File: config.mk
export PLATFORM = sky130hd
export DESIGN_NAME = mem_rr_arbiter
export DESIGN_NICKNAME = d
export VERILOG_FILES = /design/src/rtl/mem_rr_arbiter.sv
export SDC_FILE = /design/constraint.sdc
export NUM_CORES = 1
export LEC_CHECK = 0
export CAP_MARGIN = 10
export CELL_PAD_IN_SITES_DETAIL_PLACEMENT = 1
export CELL_PAD_IN_SITES_GLOBAL_PLACEMENT = 2
export CORE_ASPECT_RATIO = 1.1
export CORE_MARGIN = 2
export CORE_UTILIZATION = 23
export DETAILED_ROUTE_END_ITERATION = 16
export GPL_ROUTABILITY_DRIVEN = 1
export HOLD_SLACK_MARGIN = 0.08
export PLACE_DENSITY = 0.95
export REMOVE_ABC_BUFFERS = 1
export SYNTH_ARGS = -nofsm -noshare
export SYNTH_HDL_FRONTEND = slang
export SYNTH_SLANG_ARGS = --single-unit
File: constraint.sdc
create_clock -name clk -period 4 [get_ports clk]
set_clock_uncertainty 0.05 [all_clocks]
set_input_delay 0.4 -clock clk [delete_from_list [all_inputs] [get_ports clk]]
set_output_delay 0.4 -clock clk [all_outputs]
set_load 0.005 [all_outputs]
File: src/rtl/mem_rr_arbiter.sv
// mem_rr_arbiter: shares one native-interface memory/IO target port between
// N_CORES picorv32 requesters using a round-robin pointer. One transaction is
// outstanding at a time; a per-transaction timeout returns a zero response if
// the target never answers.
//
// Handshake: a core holds req_valid with stable addr/wdata/wstrb until it sees
// a one-cycle req_ready pulse. Downstream, m_valid stays high with stable
// m_addr/m_wdata/m_wstrb until m_ready is seen high at a clock edge (single-cycle
// accept/complete); m_ready while m_valid is low is ignored.
module mem_rr_arbiter #(
    parameter int N_CORES  = 4,
    parameter int IDX_BITS = 2,
    parameter int TIMEOUT  = 255
) (
    input  logic                  clk,
    input  logic                  resetn,
    input  logic [N_CORES-1:0]    req_valid,
    input  logic [32*N_CORES-1:0] req_addr,
    input  logic [32*N_CORES-1:0] req_wdata,
    input  logic [4*N_CORES-1:0]  req_wstrb,
    output logic [N_CORES-1:0]    req_ready,
    output logic [32*N_CORES-1:0] req_rdata,
    output logic                  m_valid,
    output logic [31:0]           m_addr,
    output logic [31:0]           m_wdata,
    output logic [3:0]            m_wstrb,
    input  logic                  m_ready,
    input  logic [31:0]           m_rdata,
    output logic [IDX_BITS-1:0]   grant_id,
    output logic                  busy,
    output logic                  timeout_err,
    output logic [1:0]            dbg_state
);

    localparam int TCNT_BITS = (TIMEOUT > 1) ? $clog2(TIMEOUT) : 1;
    localparam logic [TCNT_BITS-1:0] TCNT_LAST = TCNT_BITS'((TIMEOUT > 0) ? TIMEOUT - 1 : 0);
    localparam logic [IDX_BITS-1:0]  LAST_IDX  = IDX_BITS'(N_CORES - 1);

    typedef enum logic [1:0] {
        S_IDLE  = 2'd0,
        S_ISSUE = 2'd1,
        S_RESP  = 2'd2
    } state_t;

    state_t                  r_state;
    state_t                  w_state_nxt;
    logic [IDX_BITS-1:0]     r_ptr;
    logic [IDX_BITS-1:0]     r_grant;
    logic [TCNT_BITS-1:0]    r_tcnt;
    logic                    r_m_valid;
    logic [31:0]             r_m_addr;
    logic [31:0]             r_m_wdata;
    logic [3:0]              r_m_wstrb;
    logic [N_CORES-1:0]      r_ready;
    logic [32*N_CORES-1:0]   r_rdata;
    logic                    r_timeout_err;
    logic                    r_busy;

    logic                    w_any;
    logic [IDX_BITS-1:0]     w_win;
    logic                    w_accept;
    logic                    w_abort;

    // Index reached by stepping 'off' places from 'base', wrapping at N_CORES.
    function automatic logic [IDX_BITS-1:0] rot_idx(input logic [IDX_BITS-1:0] base, input int off);
        int j;
        j = int'(base) + off;
        if (j >= N_CORES) j = j - N_CORES;
        return IDX_BITS'(j);
    endfunction

    // Round-robin winner: scan from the farthest offset down so the requester
    // closest to the pointer overwrites any later one.
    always_comb begin
        w_any = 1'b0;
        w_win = '0;
        for (int i = N_CORES - 1; i >= 0; i--) begin
            if (req_valid[rot_idx(r_ptr, i)]) begin
                w_any = 1'b1;
                w_win = rot_idx(r_ptr, i);
            end
        end
    end

    assign w_accept = (r_state == S_ISSUE) && m_ready;
    assign w_abort  = (r_state == S_ISSUE) && !m_ready && (TIMEOUT != 0) && (r_tcnt == TCNT_LAST);

    // Next-state decode for the IDLE -> ISSUE -> RESP cycle.
    always_comb begin
        w_state_nxt = r_state;
        case (r_state)
            S_IDLE:  if (w_any) w_state_nxt = S_ISSUE;
            S_ISSUE: if (w_accept || w_abort) w_state_nxt = S_RESP;
            S_RESP:  w_state_nxt = S_IDLE;
            default: w_state_nxt = S_IDLE;
        endcase
    end

    // State register.
    always_ff @(posedge clk) begin
        if (!resetn) r_state <= S_IDLE;
        else         r_state <= w_state_nxt;
    end

    // Datapath: latch the winner, wait for accept/timeout, then pulse the
    // response into the granted core's slot during the RESP cycle.
    always_ff @(posedge clk) begin
        if (!resetn) begin
            r_ptr         <= '0;
            r_grant       <= '0;
            r_tcnt        <= '0;
            r_m_valid     <= 1'b0;
            r_m_addr      <= '0;
            r_m_wdata     <= '0;
            r_m_wstrb     <= '0;
            r_ready       <= '0;
            r_rdata       <= '0;
            r_timeout_err <= 1'b0;
            r_busy        <= 1'b0;
        end else begin
            r_ready       <= '0;
            r_timeout_err <= 1'b0;
            r_busy        <= (w_state_nxt != S_IDLE);
            case (r_state)
                S_IDLE: begin
                    if (w_any) begin
                        r_m_valid <= 1'b1;
                        r_m_addr  <= req_addr[32*w_win +: 32];
                        r_m_wdata <= req_wdata[32*w_win +: 32];
                        r_m_wstrb <= req_wstrb[4*w_win +: 4];
                        r_grant   <= w_win;
                        r_tcnt    <= '0;
                    end
                end
                S_ISSUE: begin
                    if (w_accept || w_abort) begin
                        // Response registers load here so they are visible
                        // exactly during the RESP cycle.
                        r_m_valid                 <= 1'b0;
                        r_ready[r_grant]          <= 1'b1;
                        r_rdata[32*r_grant +: 32] <= w_accept ? m_rdata : 32'h0;
                        r_timeout_err             <= w_abort;
                    end else begin
                        r_tcnt <= r_tcnt + 1'b1;
                    end
                end
                S_RESP: begin
                    r_ptr <= (r_grant == LAST_IDX) ? '0 : r_grant + 1'b1;
                end
                default: ;
            endcase
        end
    end

    assign req_ready   = r_ready;
    assign req_rdata   = r_rdata;
    assign m_valid     = r_m_valid;
    assign m_addr      = r_m_addr;
    assign m_wdata     = r_m_wdata;
    assign m_wstrb     = r_m_wstrb;
    assign grant_id    = r_grant;
    assign busy        = r_busy;
    assign timeout_err = r_timeout_err;
    assign dbg_state   = r_state;

endmodule

## Yosys cells after proc, flatten, opt, wreduce, memory -nomap -nowiden

Index checks and enable logic that the tools add are counted.

| storage, ports and cells | value |
|---|---|
| word-level logic and storage cells | 92 |
| register bits after elaboration | 217 |
| bits of input ports | 311 |
| output and inout port bits | 207 |

| operators by class | value |
|---|---|
| eq/ne operators | 7 |
| shift operators | 5 |
| multiplexer cells | 34 |
| magnitude comparators | 10 |
| reduce and logical (&&, ||, !) cells | 14 |
| add/subtract/negate cells | 10 |

Operator list:

| kind | number |
|---|---|
| 128-bit by 8-bit variable part select with 32-bit output | 2 |
| 128-bit bitwise mux | 1 |
| 32-bit by 34-bit variable shift with 128-bit output (first input constant) | 1 |
| 32-bit by 34-bit variable part select with 128-bit output | 1 |
| 7-bit negation with 34-bit output | 1 |
| 32-bit two-way mux | 1 |
| 2-bit two-way mux | 11 |
| 8-bit two-way mux | 2 |
| 8-bit case mux with 2 select lines | 1 |
| 16-bit by 5-bit variable part select with 4-bit output | 1 |
| 2-bit by 3-bit < comparator with 1-bit output (second input constant) | 5 |
| 1-bit two-way mux | 11 |
| 3-bit greater-or-equal comparator (second input constant) | 3 |
| 3-bit AND reduction | 3 |
| 8-bit by 1-bit adder with 8-bit output (second input constant) | 1 |
| 1-bit binary-select mux with 2-bit select | 4 |
| 8-bit == test (second input constant) | 1 |
| 2-bit by 1-bit subtractor with 2-bit output (second input constant) | 4 |
| 2-bit by 2-bit adder with 3-bit output (second input constant) | 2 |
| 2-bit == test (second input constant) | 2 |
| 1-bit logical AND | 4 |
| 2-bit inequality test (second input constant) | 2 |
| 2-bit case mux with 2 select lines | 1 |
| 2-bit AND reduction | 2 |
| other kinds (12) | 13 |

## Depth between registers and ports, before layout

| logic depth | value |
|---|---|
| depth in word-level cells | 12 |
| depth in mapped cells | 10 |
| depth with buffers taken out | 7 |

## Least setup slack after synthesis

No wires, ideal clock.

| timing | value |
|---|---|
| path kind | flip-flop to flip-flop |
| start | register r_grant[0], in the netlist grant_id[0] |
| end | register r_rdata[10], in the netlist req_rdata[10] |
| path buffers | 1 |
| setup slack | 1.800 ns |
| clock period less this slack | 2.200 ns |
| setup time | 0.070 ns |
| stages on the path, launching flop included | 7 |
| data arrival time | 2.080 ns |
| data required time | 3.880 ns |
| cells stage by stage | dfxtp_1 -> inv_1 -> ha_1 -> nor4b_1 -> clkbuf_1 -> nand3_1 -> a21oi_1 |

| on the way | value |
|---|---|
| word-level cells in the longest chain between the ends | 3 |
| elaborated cells between the ends (all ways) | 4 |
| those cells by class | 1 x add/sub; 2 x shift; 1 x mux |

RTL lines:

| element | line | RTL |
|---|---|---|
| from (decl) | 48 | `logic [IDX_BITS-1:0] r_grant;` |
| from (signal assigned) | 131 | `r_grant <= w_win;` |
| 7-bit negation with 34-bit output * | 141 | `r_rdata[32*r_grant +: 32] <= w_accept ? m_rdata : 32'h0;` |
| 32-bit by 34-bit variable part select with 128-bit output / 32-bit by 34-bit variable shift with 128-bit output (equally long branches) | 141 |  |
| 128-bit bitwise mux * | 141 |  |
| to (signal, indexed assignment) | 141 |  |
| to (decl) | 55 | `logic [32*N_CORES-1:0] r_rdata;` |

Mark *: on every way between the ends. The rest lies on a longest branch, timed or not.
A chain may end at the register's enable or synchronous reset.

## Final worst setup path

| timing | value |
|---|---|
| start | register r_grant[0], in the netlist grant_id[0] |
| end | register r_rdata[58], in the netlist req_rdata[58] |

Same word-level chain as after synthesis.

==> impl_metrics.ini <==
[power]
internal-power_mw = 4.15
p_leak_nw = 5.58
p_per_area_nw_per_um2 = 347
p_sw_share_pct = 26.7
pwr-share-seq_pct = 41.2
p_comb_share_pct = 19.0
max-vdd-ir-drop_mv = 0.213
p_clk_share_pct = 39.8
p_switching_mw = 1.51

[floorplanning]
rows = 79
die_area_um2 = 44500
fp.coreArea_um2 = 42300
io_pins = 518
fp.dieW_um = 201
start_util_pct = 23.3
chipHeight_um = 221

[synth]
netlist_area_um2 = 9840
yosys_warnings = 0
syn_area_per_cell_um2 = 8.42
seq_area_frac_synth_pct = 44.2
syn_inst = 1168
yosysUniqueCellTypes = 43
ys_ff_latch = 217

[timing]
rsz0062_at_grt = no
period_needed_ps = 2580
finalSetupViolCount = 0
fmax_ghz = 0.388
finalHoldViolations = 0
slew_violations = 0
fin_crit_sh_pct = 64.5
tightest_slew_ps = 730
relSlewSlack_pct = 51.2

[cts]
clock-sinks = 217
hold_buffers = 0
clock_latency_ps = 540
cts_buffer_depth = 3
cts_tree = built
clk_pin_slew_ps = 60
cts_made_buffers = 25
htree_num_levels = 1
clock_tree.root_cell = clkbuf_16
post_cts_resized = 0
post_cts_buffers = 0

[cells_and_area]
postLayoutCoreUtil_pct = 38.6
fillers = 5005
final_cell_area_um2 = 16300
syn_to_final_growth_pct = 66.0
nets = 1945
drive_above_1_share_pct = 5.36

[grt]
grt_overflow = 0
grt_max_degree = 64
grt_pass1_vias = 12000
grt_first_pass_wirelength_um = 72200
grt_use_total_pct = 20.6
antenna_found_initial = 4

[worst_hold_path]
worstHoldPathType = flip-flop to flip-flop
holdPathStages = 2

[routing]
first_pass_iters = 4
dr_total_vias = 11300
viasPerCell = 5.09
drtIter0Drc = 341
ant_nets = 0
drt_wl_total_um = 48100
wire_per_inst_um = 21.8
drc_errors = 0

[critical_path]
reg2regPathDepth = 7
end_kind = flip-flop
path_max_fanout = 32
start_kind = flip-flop
worstPathArrival_ps = 2970
critPathRequiredTime_ps = 4390
critPathKind = flip-flop to flip-flop

[placement]
place_congestion = 0.824
dpl_cell_area_um2 = 15500
hpwl_um = 34400
io_buffers = 517

[run]
maxCapViolCount = 0

[outcome]
status = completed
[state kept, by name (all words and copies together), names as in the netlist]
register and cells:
busy 1, dbg_state 2, grant_id 2, m_addr 32, m_valid 1, m_wdata 32, m_wstrb 4, r_ptr 2
r_tcnt 8, req_rdata 128, req_ready 4, timeout_err 1
[placed cells by master (no fill, tap or decap), drive strengths merged, types with 2 or more instances in the layout]
cell type / instances
clkdlybuf4s50: 517
dfxtp: 217
a21oi: 195
nand3: 193
nand2: 147
o21ai: 63
a221o: 62
mux2: 62
clkbuf: 34
buf: 25
a211oi: 16
and3: 16
nor2: 16
ha: 10
clkinv: 9
inv: 8
xnor2: 7
o31ai: 7
nor4: 6
and2: 5
nor2b: 5
o21bai: 3
nor4b: 3
diode: 2
mux2i: 2
clkinvlp: 2
[Yosys cell counts, drive strengths merged]
cell     count  area share, %
a2111oi      1           0.15
a211oi      16            1.2
a21oi      195            9.9
a221o       62            6.3
a31oi        1          0.064
and2         5           0.32
and3        16            1.0
buf         28            1.9
clkbuf      85            3.2
dfxtp      217             44
ha          10            1.3
inv          7           0.27
mux2        62            7.1
mux2i        2           0.20
nand2      147            5.6
nand3      193            9.8
nand3b       1          0.076
nand4        1          0.064
nand4b       1          0.089
nor2        16           0.66
nor2b        5           0.32
nor3         1          0.051
nor4         6           0.53
nor4b        3           0.42
o21ai       63            3.2
o21ba        1           0.10
o21bai       3           0.23
o311ai       1          0.089
o31ai        7           0.58
or2          1          0.064
or3          1          0.064
or3b         1          0.089
or4          1          0.076
or4b         1           0.10
xnor2        7           0.62
[power by group through the flow]
stage / Sequential [mW] / Combinational, mW / Clock, mW
global route: 2.34 / 1.16 / 2.41
finish: 2.33 / 1.08 / 2.25
CTS: 2.33 / 1.09 / 2.33
detailed placement: 2.37 / 1.08 / 0
floorplan: 2.37 / 0.352 / 0
global placement: 2.37 / 1.07 / 0
[final timing paths]
path | startpoint | to | slack, ps
max | grant_id[0] | req_rdata[58] | 1420
min | req_rdata[22] | req_rdata[22] | 400
min reg2reg | req_rdata[22] | req_rdata[22] | 400
max reg2reg | grant_id[0] | req_rdata[58] | 1420
[routing by layer]
metal | global-route usage [%] | vias up | part of all wire, %
li1 | - | 5146 | -
met1 | 22.6 | 5525 | 38
met2 | 38.0 | 487 | 50
met3 | 5.64 | 94 | 8.0
met4 | 7.47 | 2 | 3.4
met5 | 0 | - | 0.027
[critical path, cell delays in order, from the launching register on]
cell	delay, ps
dfxtp_1	570
inv_1	230
ha_1	430
inv_1	100
nor4_2	280
buf_4	440
nand3_1	150
a21oi_1	200
[kinds of logic after synthesis]
family,after synthesis,share of synthesized area [%]
AOI/OAI and AO/OA,350,21.9
xor gates and xnor gates,7,0.623
adders and majority gates,10,1.27
buffers and inverters,120,5.42
DFF,217,44.2
muxes,64,7.30
and+or+nand+nor,400,19.4
[metrics by stage]
stage / std cells / hold WS (ps) / worst slack [ps] / power (mW) / TNS, ps
after global placement: 2164 / 387 / 1040 / 3.44 / 0
after CTS: 2210 / 402 / 1420 / 5.75 / 0
after floorplan: 1055 / 398 / -51.6 / 2.72 / -1650
final: 2212 / 397 / 1420 / 5.66 / 0
after global routing: 2212 / 417 / 1230 / 5.91 / 0
after detailed placement: 2164 / 394 / 969 / 3.46 / 0
[area by class of cell]
class	instances	area [µm²]	share of cell area [%]
tap	567	709	4.34
multi-input combinational	831	5010	30.7
inverter	7	28.8	0.176
antenna	2	5.00	0.0306
timing repair buffer	542	5430	33.2
clock buffer	34	729	4.47
clock inverter	12	76.3	0.467
sequential	217	4340	26.6
No activity file was read; power rests on OpenSTA's default activity.
